**src/rtl/mem_arb_pkg.sv**
```systemverilog
// Shared types and constants for the round-robin Sysbus line arbiter.
// Tag layout is {op, memory space, 8'b0}.
package mem_arb_pkg;

  typedef enum logic [2:0] {
    StIdle,
    StAddr,
    StWdata,
    StWait,
    StResp,
    StDone
  } arb_state_e;

  localparam logic       TagOpRead  = 1'b0;
  localparam logic       TagOpWrite = 1'b1;
  localparam logic [3:0] TagMemory  = 4'h1;

  function automatic int unsigned beats(input int unsigned line_bytes,
                                        input int unsigned beat_bytes);
    return line_bytes / beat_bytes;
  endfunction

  function automatic int unsigned beat_idx_w(input int unsigned line_bytes,
                                             input int unsigned beat_bytes);
    return $clog2(beats(line_bytes, beat_bytes)) + 1;
  endfunction

  function automatic logic [12:0] make_tag(input logic op);
    return {op, TagMemory, 8'h00};
  endfunction

endpackage

```
**src/rtl/rr_arbiter.sv**
```systemverilog
// Round-robin grant: first asserted request at or after the pointer, wrapping.
// The pointer moves past the winner only when a grant is taken (en).
module rr_arbiter #(
  parameter int unsigned NUM_CLIENTS = 2,
  parameter int unsigned IdW         = (NUM_CLIENTS > 1) ? $clog2(NUM_CLIENTS) : 1
) (
  input  logic                   clk,
  input  logic                   reset,
  input  logic [NUM_CLIENTS-1:0] req,
  input  logic                   en,
  output logic [NUM_CLIENTS-1:0] gnt,
  output logic [IdW-1:0]         idx,
  output logic                   valid
);

  logic [IdW-1:0] ptr_q;
  int unsigned    cand;

  always_comb begin
    gnt   = '0;
    idx   = '0;
    valid = 1'b0;
    cand  = 0;
    for (int unsigned k = 0; k < NUM_CLIENTS; k++) begin
      cand = (32'(ptr_q) + k) % NUM_CLIENTS;
      if (!valid && |(req & (NUM_CLIENTS'(1) << cand))) begin
        valid = 1'b1;
        idx   = IdW'(cand);
        gnt   = NUM_CLIENTS'(1) << cand;
      end
    end
  end

  always_ff @(posedge clk) begin
    if (reset) begin
      ptr_q <= '0;
    end else if (en && valid) begin
      if (idx == IdW'(NUM_CLIENTS - 1)) begin
        ptr_q <= '0;
      end else begin
        ptr_q <= idx + 1'b1;
      end
    end
  end

endmodule

```
**src/rtl/mem_arbiter_rr.sv**
```systemverilog
// Multi-client line fetcher: round-robin grant, one Sysbus transaction at a time,
// read beats assembled into a full line, one-hot completion pulse per client.
module mem_arbiter_rr
  import mem_arb_pkg::*;
#(
  parameter int unsigned NUM_CLIENTS = 2,
  parameter int unsigned LINE_BYTES  = 64,
  parameter int unsigned BEAT_BYTES  = 8,
  parameter int unsigned ADDR_WIDTH  = 64,
  parameter int unsigned TAG_WIDTH   = 13
) (
  input  logic                               clk,
  input  logic                               reset,
  input  logic [NUM_CLIENTS-1:0]             cl_req,
  input  logic [NUM_CLIENTS-1:0]             cl_write,
  input  logic [NUM_CLIENTS*ADDR_WIDTH-1:0]  cl_addr,
  input  logic [NUM_CLIENTS*LINE_BYTES*8-1:0] cl_wdata,
  output logic [NUM_CLIENTS-1:0]             cl_done,
  output logic [LINE_BYTES*8-1:0]            cl_rdata,
  output logic                               bus_reqcyc,
  input  logic                               bus_reqack,
  output logic [BEAT_BYTES*8-1:0]            bus_req,
  output logic [TAG_WIDTH-1:0]               bus_reqtag,
  input  logic                               bus_respcyc,
  output logic                               bus_respack,
  input  logic [BEAT_BYTES*8-1:0]            bus_resp
);

  localparam int unsigned Beats    = beats(LINE_BYTES, BEAT_BYTES);
  localparam int unsigned BeatIdxW = beat_idx_w(LINE_BYTES, BEAT_BYTES);
  localparam int unsigned LineW    = LINE_BYTES * 8;
  localparam int unsigned BeatW    = BEAT_BYTES * 8;
  localparam int unsigned IdW      = (NUM_CLIENTS > 1) ? $clog2(NUM_CLIENTS) : 1;
  localparam logic [BeatIdxW-1:0] LastBeat = BeatIdxW'(Beats - 1);

  arb_state_e             state_q;
  logic [NUM_CLIENTS-1:0] gnt_q;
  logic                   write_q;
  logic [LineW-1:0]       wdata_q;
  logic [BeatIdxW-1:0]    cnt_q;

  logic [NUM_CLIENTS-1:0] arb_gnt;
  logic [IdW-1:0]         arb_idx;
  logic                   arb_valid;
  logic                   arb_write;
  logic [ADDR_WIDTH-1:0]  arb_addr;

  assign bus_respack = bus_respcyc;

  rr_arbiter #(
    .NUM_CLIENTS(NUM_CLIENTS),
    .IdW        (IdW)
  ) u_rr_arbiter (
    .clk  (clk),
    .reset(reset),
    .req  (cl_req),
    .en   (state_q == StIdle),
    .gnt  (arb_gnt),
    .idx  (arb_idx),
    .valid(arb_valid)
  );

  assign arb_write = |(cl_write & arb_gnt);
  assign arb_addr  = ADDR_WIDTH'(cl_addr >> (arb_idx * ADDR_WIDTH)) &
                     ~ADDR_WIDTH'(LINE_BYTES - 1);

  function automatic logic [LineW-1:0] put_beat(input logic [LineW-1:0]    line,
                                                input logic [BeatW-1:0]    beat,
                                                input logic [BeatIdxW-1:0] idx);
    logic [LineW-1:0] mask;
    mask = LineW'({BeatW{1'b1}}) << (idx * BeatW);
    return (line & ~mask) | (LineW'(beat) << (idx * BeatW));
  endfunction

  always_ff @(posedge clk) begin
    if (reset) begin
      state_q    <= StIdle;
      gnt_q      <= '0;
      write_q    <= 1'b0;
      wdata_q    <= '0;
      cnt_q      <= '0;
      cl_done    <= '0;
      cl_rdata   <= '0;
      bus_reqcyc <= 1'b0;
      bus_req    <= '0;
      bus_reqtag <= '0;
    end else begin
      cl_done <= '0;
      unique case (state_q)
        StIdle: begin
          if (arb_valid) begin
            gnt_q      <= arb_gnt;
            write_q    <= arb_write;
            bus_reqcyc <= 1'b1;
            bus_req    <= BeatW'(arb_addr);
            bus_reqtag <= TAG_WIDTH'(make_tag(arb_write ? TagOpWrite : TagOpRead));
            if (arb_write) begin
              wdata_q <= LineW'(cl_wdata >> (arb_idx * LineW));
            end
            state_q <= StAddr;
          end
        end
        StAddr: begin
          if (bus_reqack) begin
            cnt_q <= '0;
            if (write_q) begin
              bus_req <= BeatW'(wdata_q);
              state_q <= StWdata;
            end else begin
              bus_reqcyc <= 1'b0;
              state_q    <= StWait;
            end
          end
        end
        StWdata: begin
          // wdata_q shifts down so the next beat is always in the low bits.
          if (bus_reqack) begin
            if (cnt_q == LastBeat) begin
              bus_reqcyc <= 1'b0;
              cnt_q      <= '0;
              state_q    <= StWait;
            end else begin
              cnt_q   <= cnt_q + 1'b1;
              wdata_q <= wdata_q >> BeatW;
              bus_req <= BeatW'(wdata_q >> BeatW);
            end
          end
        end
        StWait: begin
          if (bus_respcyc) begin
            if (write_q) begin
              cl_done <= gnt_q;
              state_q <= StDone;
            end else begin
              cl_rdata <= put_beat(cl_rdata, bus_resp, cnt_q);
              cnt_q    <= cnt_q + 1'b1;
              if (LastBeat == '0) begin
                cl_done <= gnt_q;
                state_q <= StDone;
              end else begin
                state_q <= StResp;
              end
            end
          end
        end
        StResp: begin
          if (bus_respcyc) begin
            cl_rdata <= put_beat(cl_rdata, bus_resp, cnt_q);
            if (cnt_q == LastBeat) begin
              cl_done <= gnt_q;
              state_q <= StDone;
            end else begin
              cnt_q <= cnt_q + 1'b1;
            end
          end
        end
        StDone: begin
          cnt_q   <= '0;
          state_q <= StIdle;
        end
        default: state_q <= StIdle;
      endcase
    end
  end

  a_resp_phase: assert property (@(posedge clk) disable iff (reset)
    bus_respcyc |-> !(state_q inside {StIdle, StAddr, StWdata}))
    else $fatal(1, "response beat outside response phase");

  a_extra_beat: assert property (@(posedge clk) disable iff (reset)
    !(bus_respcyc && state_q == StDone))
    else $error("response beat beyond end of line");

endmodule
```
**config.mk**
```make
export PLATFORM = sky130hd
export DESIGN_NAME = mem_arbiter_rr
export DESIGN_NICKNAME = d
export VERILOG_FILES = /design/src/rtl/mem_arb_pkg.sv /design/src/rtl/rr_arbiter.sv /design/src/rtl/mem_arbiter_rr.sv
export SDC_FILE = /design/constraint.sdc
export NUM_CORES = 2
export LEC_CHECK = 0
export ABC_CLOCK_PERIOD_IN_PS = 2400
export CAP_MARGIN = 20
export CORE_AREA = 2 2 701 703
export DETAILED_ROUTE_END_ITERATION = 6
export DIE_AREA = 0 0 703 705
export PLACE_DENSITY_LB_ADDON = 0.05
export SETUP_SLACK_MARGIN = 0.3
export SLEW_MARGIN = 20
export SYNTH_ARGS = -nofsm -noshare
export SYNTH_HDL_FRONTEND = slang
export SYNTH_SLANG_ARGS = --single-unit
```
**constraint.sdc**
```tcl
create_clock -name clk -period 2.4 [get_ports clk]
set_input_delay 0.36 -clock clk [delete_from_list [all_inputs] [get_ports clk]]
set_output_delay 0.36 -clock clk [all_outputs]
set_load 0.02 [all_outputs]
```
### Word-level counts from Yosys, hierarchy flattened

Cells that the tools add are included.

* flip-flop bits (word level): 1104
* input bits: 1224
* output and inout port bits: 593
* word-level logic and storage cells: 115

* $add $sub $neg: 3
* eq/ne operators: 19
* shift-type cells: 6
* mux-type cells: 52
* bitwise operators: 6
* reduce and logical (&&, ||, !) cells: 18

Operators by type and width (number)
* $mux W512: 7
* $pmux W512 S2: 2
* $shr A1024 B10 Y512: 1
* $and A512 B512 Y512: 1
* $not A512 Y512: 1
* $or A512 B512 Y512: 1
* $shl A64 B10 Y512: 1
* $shl A64 B10 Y512 const A: 1
* $mux W64: 5
* $pmux W64 S3: 1
* $shr A128 B7 Y64: 1
* $mux W4: 7
* $ne A2 B2 Y1 const B: 13
* $mux W3: 7
* $pmux W4 S5: 1
* $pmux W3 S5: 1
* $reduce_and A7 Y1: 2
* $mux W1: 13
* $mux W2: 6
* $reduce_and A6 Y1: 2
* $and A2 B2 Y2: 3
* $eq A3 B2 Y1 const B: 2
* $eq A3 B3 Y1 const B: 2
* $reduce_or A2 Y1: 3
* 16 further kinds: 20

### Logic depth before layout (Yosys ltp)

* depth in word-level cells: 12
* mapped depth: 10
* depth with buffers taken out: 6

### Modules after synthesis

Synthesis repeated with hierarchy kept, for this count alone.

* cell total of the unflattened synthesis: 5270
* area, all modules: 47779.6 um^2

Modules (own cells, without submodules)
* mem_arbiter_rr: times used 1, cells each 5261, area each 47700.7 um^2, seq. area each 22061.2 um^2
* rr_arbiter: times used 1, cells each 9, area each 78.8 um^2, seq. area each 20.0 um^2

### Worst setup path before layout

OpenSTA, ideal clock, no wires.

* path kind: register to register
* start point: register cnt_q[0]
* end point: register cl_rdata[132]
* library setup time: 0.059 ns
* data arrival time: 2.022 ns
* data required time: 2.341 ns
* setup slack: 0.319 ns
* cell stages (with the launch flop): 7
* path buffers: 2
* period minus slack after synthesis: 2.081 ns
* cells stage by stage: dfxtp_1 clkbuf_1 inv_1 ha_1 a41oi_1 clkbuf_1 a22o_1

* longest elaborated chain between the ends: 7
* elaborated cells on any way between the ends: 9
* those cells by class: shift: 2; mux: 4; bitwise: 3

Ends and longest elaborated chain
* from (decl): line mem_arbiter_rr.sv:40 `logic [BeatIdxW-1:0] cnt_q;`
* from (signal assigned): line mem_arbiter_rr.sv:123 `cnt_q <= cnt_q + 1'b1;`
* from (signal assigned): line mem_arbiter_rr.sv:136 `cnt_q <= cnt_q + 1'b1;`
* from (signal assigned): line mem_arbiter_rr.sv:153 `cnt_q <= cnt_q + 1'b1;`
* $shl A64 B10 Y512: line mem_arbiter_rr.sv:71 `mask = LineW'({BeatW{1'b1}}) << (idx * BeatW);`
* $not A512 Y512: line mem_arbiter_rr.sv:72 `return (line & ~mask) | (LineW'(beat) << (idx * BeatW));`
* $and A512 B512 Y512: line mem_arbiter_rr.sv:72
* $or A512 B512 Y512 (*): line mem_arbiter_rr.sv:72
* $mux W512: line mem_arbiter_rr.sv:131 `if (write_q) begin`
* $mux W512: line mem_arbiter_rr.sv:130 `if (bus_respcyc) begin`
* $pmux W512 S2 (*): line mem_arbiter_rr.sv:89 `unique case (state_q)`
* to (signal assigned): line mem_arbiter_rr.sv:135 `cl_rdata <= put_beat(cl_rdata, bus_resp, cnt_q);`
* to (signal assigned): line mem_arbiter_rr.sv:148 `cl_rdata <= put_beat(cl_rdata, bus_resp, cnt_q);`
* to (decl): line mem_arbiter_rr.sv:19 `output logic [LINE_BYTES*8-1:0] cl_rdata,`

Mark *: on every way between the ends. The rest lies on a longest branch, timed or not. The select of a mux whose other input is x is not followed.
A chain may end at the register's enable or synchronous reset.

### Worst setup path in the final report

* start point: register state_q[2]
* end point: register wdata_q[379]

* longest elaborated chain between the ends: 3
* elaborated cells on any way between the ends: 9
* those cells by class: eq/ne: 5; mux: 1; reduce/logical: 3

Ends and longest elaborated chain
* from (decl): line mem_arbiter_rr.sv:36 `arb_state_e state_q;`
* from (signal assigned): line mem_arbiter_rr.sv:77 `state_q <= StIdle;`
* from (signal assigned): line mem_arbiter_rr.sv:100 `state_q <= StAddr;`
* from (signal assigned): line mem_arbiter_rr.sv:108 `state_q <= StWdata;`
* $eq A3 B2 Y1 / $logic_not A3 Y1 (equally long branches): line mem_arbiter_rr.sv:89
* $ne A2 B2 Y1 (no line) / $reduce_bool A2 Y1 (equally long branches)
* $reduce_and A5 Y1 (no line)
* to (signal assigned): line mem_arbiter_rr.sv:98 `wdata_q <= LineW'(cl_wdata >> (arb_idx * LineW));`
* to (signal assigned): line mem_arbiter_rr.sv:124 `wdata_q <= wdata_q >> BeatW;`
* to (decl): line mem_arbiter_rr.sv:39 `logic [LineW-1:0] wdata_q;`

Parallel ways exist; a longest one is shown, timed or not.

==> results <==
- Along the worst path, the maximum fanout reaches 8.
- The via count of the first global-routing pass is between 50000 and 60000.
- After the first detailed-routing iteration, the DRC count stood at 3269.
- The type of element launching the critical path is a flop.
- TritonCTS built the clock tree.
- The library cell with the largest summed area after synthesis is dfxtp_1.
- Counting instances, the worst hold path has a depth of 4.
- Summed over all nets, the switching power comes to around 19000 µW.
- The met1 usage in global routing is 0.192.
- The max-cap violation count is 0.
- Setup repair after global routing could not meet its margin everywhere.
- The worst reg2reg path depth is 10.
- The share of total power dissipated in combinational logic is 0.229.
- By area the synthesized netlist is led by dfxtp_1, nand2_1, a22o_1, a311o_1, a21oi_1.
- The run finished with clean final reports.
- The final setup skew is ~0.085 ns.
- The type of element capturing the critical path is a flop.
- The cell area after technology mapping is 47500 µm².
- The insertion delay to the later sink of the worst-skew pair is about 0.91 ns.
- The count of distinct cell types in the synthesized netlist is 45.
- The die is 705 µm tall.
- Counting the buffers created by CTS gives between 150 and 200.
- The CTS clock-pin slew for the worst setup and hold paths is 0.06 ns.
- The pin count of the biggest net entering global routing is between 60 and 70.
- The initial core utilization is 0.0973.
- The count of standard-cell rows is roughly 260.
- The number of enable-type register cells in the synthesized netlist is 0.
- The share of total power consumed by net switching is 0.316.
- The total wire length is around 450000 µm.
- In the synthesized netlist the dominant register cell turns out to be dfxtp_1.
- The floorplan die width is about 700 µm.
- The startpoint of the tightest hold check path is cl_wdata[146].
- Setup slack on the worst reg-to-reg path comes out at around 0.084 ns.
- Across the VDD grid, the largest voltage drop is between 0.0004 and 0.0005 V.
- In the synthesized netlist the async set-or-reset flop fraction comes to 0.
- Of the cells placed in the final design, the portion with a size suffix greater than 1 is 0.155.
- The final critical-path setup slack is about 0.084 ns.
- The H-tree was split into 4 levels.
- The internal power of the cells totals between 40000 and 50000 µW.
- For hold timing, the worst endpoint is wdata_q[146].
- STA puts the critical path data required time at between 3 and 4 ns.
- The first global-routing pass estimated 569000 µm of wire.
- The power density of the placed cells is 702 nW/µm².
- The flip-flop and latch count after synthesis is around 1100.
- For the pin with the worst max-slew slack, the measured transition is roughly 1.1 ns.
- The number of filler cells placed in the layout is between 50000 and 60000.
- The number of detailed-routing iterations run before antenna repair is 7.
- Summed over all cells, the static leakage comes to ~0.034 µW.
- The final count of pins violating max slew is 0.
- The met2 routing resource usage after global routing is 0.312.
- The worst flop-to-flop path endpoint is wdata_q[379].
- The worst-case clock buffer depth is 4.
- Dividing the detail-routed wire length by the instance count gives between 30 and 40 µm.
- The final hold violation count is 0.
- After global routing, the most crowded layer is met2.
- The post-place setup slack is -0.638 ns.
- The post-place instance area is approximately 77000 µm².
- The hold slack is 0.173 ns.
- The tree is rooted in a clkbuf_16.
- Pin placement for this block handled approximately 1800 I/O pins.
- The critical register-to-register path startpoint is state_q[2].
- The part of the cycle the worst path needs is 0.965.
- From synthesis to final layout, the design area changed by 82.0%.
- The remaining antenna violation count is 0.
- The number of synthesis warnings is 0.
- The congestion estimate from routability-driven global placement came to 0.940.
- Of the total power, the clock network draws 0.436.
- The detailed router placed roughly 54000 vias in this run.
- The critical path is of the reg2reg type.
- The number of antenna violations at the first check in global routing came to 366.
- Across every metal layer, demand over resource in global routing totals 0.172.
- In the synthesized netlist, the number of instances is approximately 5700.
- Counting tap cells, the placed design contains a total of ~14000 instances.
- The portion of synthesized cell area occupied by the leading cell type is 0.465.
- The peak clock frequency supported by timing is around 0.43 GHz.
- The floorplan step defined a die boundary enclosing 496000 µm².
- The final standard cell area without fillers is between 80000 and 90000 µm².
- The relative slew slack is 0.277.
- The post-layout net count is between 8000 and 9000.
- The number of hold-repair buffers added at the cts stage is 0.
- The critical path arrival is approximately 3 ns.
- Summed over all layers, the global routing overflow is 0.
- The synthesized area divided by synthesized cell count is 8.36 µm².
- The placeable core region is about 490000 µm².
- Excluding fillers, the count of instances in the completed layout stands at 14400.
- Port buffering added 1793 buffers.
- Measured on the finished design, the core utilization comes to 0.177.
- Subtracting the final worst setup slack from the clock period gives around 2.3 ns.
- The number of remaining DRC errors is 0.
- The HPWL after detailed placement is around 350000 µm.
- The total setup violations reported at the end of the flow is 0.
- The worst min-delay path category is in2reg.
- For met3 alone, demand over resource in global routing was 0.0534.
- For this design, the sink count on the clock tree is approximately 1100.
- In the routed layout, each cell is associated on average with a via count of about 3.7.
- The share of total power dissipated in sequential elements is 0.335.
- The sequential-to-total area share from yosys stat is 0.465.
-- area by class of cell --
cell class                 instances  area (µm²)  area share
sequential                      1103       22100       0.256
inverter                           5        18.8    0.000217
tap                             6475        8100      0.0937
multi-input combinational       3960       23500       0.272
timing repair buffer            2468       26700       0.309
antenna                           94         235     0.00272
clock inverter                    46         510     0.00591
clock buffer                     263        5190      0.0601
-- cells in the mapped netlist (4+ instances only) --
cell type,number
buf_4,15
dfxtp_1,1103
a21oi_1,522
a211oi_1,9
and2_1,4
nor3_1,5
ha_1,6
inv_1,4
a31oi_1,4
nand3_1,67
buf_2,81
mux2_2,122
a22o_1,512
nor2_1,529
a41oi_1,6
clkbuf_1,442
nor2_2,6
nand2_1,1476
a22oi_1,66
a311o_1,448
nor2b_1,70
a311oi_1,58
nand2b_1,4
buf_1,87
mux2i_1,4
-- worst max-delay path: stages (launching register included) --
cell,delay (ns)
dfxtp_4,0.37
buf_6,0.13
nor3_4,0.20
o21ai_2,0.09
o21a_4,0.30
buf_12,0.16
buf_16,0.16
buf_16,0.17
buf_4,0.15
a311o_1,0.27
a21oi_1,0.12
-- registers in the layout (all words and copies together) (netlist names) --
signal and flops:
cl_rdata 512, wdata_q 512, bus_req 64, cnt_q 4, state_q 3, cl_done 2
gnt_q 2, bus_reqcyc 1, bus_reqtag 1, u_rr_arbiter.ptr_q 1, write_q 1
-- per-layer routing --
metal	vias up	wire length, µm
met5	-	874
met1	26500	174000
li1	24500	-
met3	808	33600
met4	140	12200
met2	1990	229000
-- power groups by stage --
stage                     clock network (µW)  logic (µW)  registers [µW]
after floorplan                            0        4500           20500
after global placement                     0       12000           20700
after detailed placement                   0       12000           20700
after CTS                              27800       13500           20400
after global routing                   28300       14900           20400
final                                  26500       13900           20300
-- worst max-delay path by stage --
| stage | startpoint | to | slack, ns | cells after the start |
|---|---|---|---|---|
| 2_1_floorplan | cnt_q[0] | cl_rdata[132] | 0.32 | 6 |
| 3_3_place_gp | cl_req[0] | wdata_q[417] | -0.63 | 10 |
| 3_5_place_dp | cl_req[0] | wdata_q[417] | -0.64 | 10 |
| 4_1_cts | cl_rdata[375] | cl_rdata[375] | 0.03 | 1 |
| 5_1_grt | state_q[2] | wdata_q[312] | 0.008 | 10 |
| 6_report | state_q[2] | wdata_q[379] | 0.08 | 10 |
-- cells in the final DEF (no fill, tap or decap), drive strengths merged, types with 6 or more instances in the layout --
| master | n |
|---|---|
| dfxtp | 1103 |
| a21oi | 522 |
| nor3 | 8 |
| bufbuf | 9 |
| a41oi | 6 |
| nor2b | 70 |
| dlygate4sd2 | 284 |
| clkdlybuf4s50 | 1437 |
| a22o | 512 |
| nand3 | 69 |
| clkinv | 34 |
| mux2 | 122 |
| bufinv | 6 |
| nor2 | 535 |
| a211oi | 9 |
| conb | 11 |
| dlymetal6s2s | 42 |
| nand2 | 1476 |
| a311o | 448 |
| clkdlybuf4s15 | 20 |
| ha | 6 |
| clkbuf | 291 |
| buf | 646 |
| diode | 94 |
| a22oi | 66 |
| inv | 9 |
| a311oi | 58 |
-- cells by family after synthesis --
| family | after synthesis | share of synthesized area |
|---|---|---|
| fa+ha+maj | 6 | 0.00158 |
| simple gates | 2178 | 0.181 |
| other cells | 1 | 0.0000789 |
| buf+inv | 630 | 0.0531 |
| flops | 1103 | 0.465 |
| mux | 126 | 0.0298 |
| compound gates | 1639 | 0.270 |
-- through the flow --
step	setup TNS (ns)	total power (µW)
floorplan	0	25000
global placement	-264.95	32800
detailed placement	-264.86	32700
CTS	0	61700
global route	0	63600
finish	0	60700
-- what timing repair did --
item,in CTS,in global routing
setup endpoints to repair,1669,1510
gates cloned,43,29
pin swaps,82,95
setup buffers,59,35
resized for setup,517,158
No activity file was read; power rests on OpenSTA's default activity.
